File: src/rtl/karatsuba_operand_loader.sv
// karatsuba_operand_loader: packs a stream of (a[k], b[k]) pairs into
// flat D*N operand buses for karatsuba_negacyclic_conv.
module karatsuba_operand_loader #(
    parameter int N = 17,
    parameter int D = 32,
    localparam int CW = $clog2(N + 1)
) (
    input  logic             clk,
    input  logic             rst_n,
    input  logic             in_valid,
    output logic             in_ready,
    input  logic [D-1:0]     in_a,
    input  logic [D-1:0]     in_b,
    input  logic             in_last,
    output logic [D*N-1:0]   a_out,
    output logic [D*N-1:0]   b_out,
    output logic             out_valid,
    input  logic             out_ready,
    output logic [CW-1:0]    coef_cnt,
    output logic             err_short,
    output logic             err_long
);

    localparam logic [0:0] LOAD = 1'b0;
    localparam logic [0:0] FULL = 1'b1;

    localparam logic [CW-1:0] LAST_IDX = CW'(N - 1);

    logic [0:0] state;

    assign in_ready  = (state == LOAD);
    assign out_valid = (state == FULL);

    // Frame packing FSM: fill slots in LOAD, hold the frame in FULL
    // until the consumer takes it, then clear for the next frame.
    always_ff @(posedge clk) begin
        if (!rst_n) begin
            state     <= LOAD;
            coef_cnt  <= '0;
            a_out     <= '0;
            b_out     <= '0;
            err_short <= 1'b0;
            err_long  <= 1'b0;
        end else begin
            err_short <= 1'b0;
            err_long  <= 1'b0;
            case (state)
                LOAD: begin
                    if (in_valid) begin
                        for (int k = 0; k < N; k++) begin
                            if (coef_cnt == CW'(k)) begin
                                a_out[D*k +: D] <= in_a;
                                b_out[D*k +: D] <= in_b;
                            end
                        end
                        coef_cnt <= coef_cnt + CW'(1);
                        if (coef_cnt == LAST_IDX) begin
                            state    <= FULL;
                            err_long <= ~in_last;
                        end else if (in_last) begin
                            // Short frame: upper slots are still zero
                            // from the clear on entry to LOAD.
                            state     <= FULL;
                            err_short <= 1'b1;
                        end
                    end
                end
                FULL: begin
                    if (out_ready) begin
                        state    <= LOAD;
                        coef_cnt <= '0;
                        a_out    <= '0;
                        b_out    <= '0;
                    end
                end
                default: state <= LOAD;
            endcase
        end
    end

endmodule

File: config.mk
export PLATFORM = sky130hd
export DESIGN_NAME = karatsuba_operand_loader
export DESIGN_NICKNAME = d
export VERILOG_FILES = /design/src/rtl/karatsuba_operand_loader.sv
export SDC_FILE = /design/constraint.sdc
export NUM_CORES = 2
export LEC_CHECK = 0
export ABC_AREA = 0
export ABC_CLOCK_PERIOD_IN_PS = 4950
export CORE_AREA = 4 4 445 447
export CTS_BUF_LIST = sky130_fd_sc_hd__clkbuf_8
export DETAILED_ROUTE_END_ITERATION = 7
export DIE_AREA = 0 0 449 451
export PLACE_DENSITY = 0.46
export SKIP_LAST_GASP = 1
export SYNTH_ARGS = -nofsm -noshare
export SYNTH_HDL_FRONTEND = slang
export SYNTH_SLANG_ARGS = --single-unit
File: constraint.sdc
create_clock -name clk -period 4.95 [get_ports clk]
set_input_delay 0.99 -clock clk [delete_from_list [all_inputs] [get_ports clk]]
set_output_delay 0.99 -clock clk [all_outputs]
set_load 0.03 [all_outputs]
==> results.py <==
metrics = {
    "outcome": {
        "status": "finished, final reports clean",
    },
    "detailed_routing": {
        "wl_mm": 198.8,
        "dr.pass1.iters": 5,
        "ant_nets": 0,
        "drtIter0Drc": 2144,
        "drc": 0,
        "vias": 33299,
        "wl_per_cell_um": 25.77,
        "drt-vias-per-instance": 4.317,
    },
    "worst_setup_path": {
        "endpoint_kind": "output pin",
        "slowest_delay_ps": 1090,
        "critPathKind": "reg -> out",
        "arrival_ps": 2730,
        "regToRegEndpoint": "b_out[156]$_SDFFE_PN0P_",
        "reg2reg_from": "out_valid$_SDFF_PN0_",
        "worstSetupStartpointType": "flop",
        "crit_buf_inv": 1,
        "r2r_cells": 5,
        "cp_cell_sequence": "clkdlybuf4s50_1",
        "cpLargestDelayFamily": "buffers and inverters",
        "critPathRequiredTime_ps": 3960,
        "slowest_stage": "clkdlybuf4s50_1",
        "r2r_slack_ps": 1980,
        "cp_max_fo": 13,
    },
    "finish": {
        "final_nets": 5083,
        "final_util_pct": 30.34,
        "final_area_sq_mm": 0.05891,
        "area_delta_synth_final_pct": 45.35,
        "fill_cells": 20237,
        "drive_above_1_share_pct": 8.788,
    },
    "hold_path": {
        "hold_end": "a_out[323]$_SDFFE_PN0P_",
        "hold_depth": 2,
        "hold_start": "a_out[323]$_SDFFE_PN0P_",
        "min_path_type": "reg -> reg",
    },
    "die": {
        "die_height_um": 451,
        "start_util_pct": 20.87,
        "die_area_sq_mm": 0.2025,
        "rows": 162,
        "pin_count": 1166,
        "core_area_sq_mm": 0.1942,
        "die_w_um": 449,
    },
    "clocking": {
        "cts_sinks": 1096,
        "clock_path_buffers": 3,
        "clk_pin_slew_ps": 60,
        "numCtsBuffers": 199,
        "cts_hold_buf": 0,
        "cts_resized": 0,
        "h-tree-depth": 4,
        "cts_setup_buffers": 0,
        "root_buffer": "clkbuf_8",
        "clk_latency_ps": 960,
        "tritoncts": "yes",
    },
    "sta": {
        "skew_ps": 61.65,
        "rsz0062_at_grt": "false",
        "fin_crit_sh_pct": 75.19,
        "worst_slew_pin_slew_ps": 1156,
        "fmaxAchievable_mhz": 268.7,
        "fin_crit_ps": 3722,
        "finalSetupViolations": 0,
        "maxSlewHeadroom_pct": 22.74,
        "finalSetupTns_ps": 0,
        "drv_slew": 0,
        "hold_violations": 0,
    },
    "yosys": {
        "synthTopCellsByCount": "1096 x dfxtp_1, 976 x nand2_1, 961 x mux2i_1",
        "ys.flop_type": "dfxtp_1",
        "syn_area_per_cell_sq_um": 10.43,
        "ys_seq_area_share_pct": 54.13,
        "synthTopCellsByArea": "dfxtp_1 54%, mux2i_1 24%, nand2_1 9.0%",
        "ys_ff_latch": 1096,
        "yosysUniqueCellTypes": 41,
        "synth_edf_count": 0,
        "synth_nets": 3959,
        "yosysTopAreaCell": "dfxtp_1",
        "synthArstFlopShare_pct": 0,
        "synth.top_cell.area_share_pct": 54.13,
        "syn_area_sq_mm": 0.04053,
        "post-synth-top-count-cell": "dfxtp_1",
        "synthCells": 3885,
        "ys_warn_count": 0,
    },
    "grt": {
        "grt_pass1_wl_mm": 271.7,
        "groute.usage.overall_pct": 18.82,
        "antenna_found_initial": 7,
        "grt_pass1_vias": 32878,
        "grt_start_max_net_pins": 117,
        "overflow": 0,
    },
    "power_and_ir_drop": {
        "vdd_drop_max_mv": 0.1892,
        "power_leakage_uw": 0.02130,
        "power_density_mw_per_mm2": 330.6,
    },
    "placed_design": {
        "port_buffers": 1165,
        "place.gp.congestion": 0.7687,
        "place_area_sq_mm": 0.05471,
        "dp_hpwl_mm": 136.9,
    },
    "run": {
        "drv_cap": 0,
    },
}
==> power by group <==
part | switching (uW) | leakage (uW) | internal (uW) | total [uW]
Clock | 4070 | 0.00240 | 4950 | 9020
Combinational | 1080 | 0.0101 | 409 | 1490
Sequential | 51.1 | 0.00884 | 8910 | 8970
Total | 5200 | 0.0213 | 14300 | 19500
==> worst max path at each step <==
| stage | slack [ps] | end | cells past startpoint | start |
|---|---|---|---|---|
| 2_1_floorplan | 2540 | in_ready | 4 | out_valid$_SDFF_PN0_ |
| 3_3_place_gp | 1070 | b_out[448]$_SDFFE_PN0P_ | 5 | in_valid |
| 3_5_place_dp | 1070 | b_out[468]$_SDFFE_PN0P_ | 5 | in_valid |
| 4_1_cts | 980 | coef_cnt[4] | 1 | coef_cnt[4]$_SDFFE_PN0P_ |
| 5_1_grt | 970 | coef_cnt[4] | 1 | coef_cnt[4]$_SDFFE_PN0P_ |
| 6_report | 1230 | coef_cnt[4] | 1 | coef_cnt[4]$_SDFFE_PN0P_ |
==> cells by family (layout without fill, tap and decap cells) <==
kind of cell | Yosys count | count (layout) | synth area share (%)
other | 0 | 5 | 0
AO/OA/AOI/OAI | 140 | 140 | 2.815
flip-flops | 1096 | 1096 | 54.13
buffers and inverters | 372 | 1653 | 5.306
adder cells (fa/ha/maj) | 5 | 5 | 0.1543
multiplexers | 962 | 962 | 23.76
AND/OR/NAND/NOR | 1310 | 1310 | 13.83
==> registers in the layout, indices dropped and copies added (netlist names) <==
register   cells
err_short      1
b_out        544
a_out        544
out_valid      1
err_long       1
coef_cnt       5
==> cell usage in the layout (no fill, tap or decap), drive strengths merged, types with 11 or more instances in the layout <==
cell type and instances:
nand4 62, clkbuf 267, o221ai 59, inv 74, nor2 12, clkinv 14
a22o 11, nand2 976, clkdlybuf4s50 1164, mux2i 961, dfxtp 1096, nand3 237
buf 127, o211ai 60
==> through the flow <==
step	cells	hold WS, ps	total power (uW)	worst slack (ps)
3_5_place_dp	7350	445.2	10680	1067
3_3_place_gp	7350	441.4	10680	1068
5_1_grt	7712	445.2	20270	973.5
2_1_floorplan	3885	579.0	9892	2539
6_report	7713	452.3	19480	1228
4_1_cts	7708	350.3	19860	982.3
==> worst min-delay path, stage by stage (launching register included) <==
cell,delay [ps]
dfxtp_1,300
nand2_1,50
mux2i_1,50
==> routing by layer <==
| metal | vias up | share of wire [%] | wire, um | global-route usage (%) |
|---|---|---|---|---|
| li1 | 15519 | - | - | - |
| met1 | 16335 | 38 | 74630 | 20.13 |
| met2 | 1160 | 52 | 102900 | 34.25 |
| met3 | 283 | 7.0 | 13990 | 6.171 |
| met4 | 2 | 3.7 | 7271 | 7.193 |
| met5 | - | 0.0070 | 14 | 0 |
==> final cells by class <==
cell class	instances	area, sq um	share of cell area, %
diodes	5	12.51	0.02124
clock buffers	267	3675	6.238
clock inverters	91	520.5	0.8835
inverters	4	20.02	0.03398
multi-input cells	2417	16560	28.12
flip-flops and latches	1096	21940	37.24
well taps	2542	3181	5.399
repair buffers	1291	13000	22.07
Power figures use the tool's default switching activity.
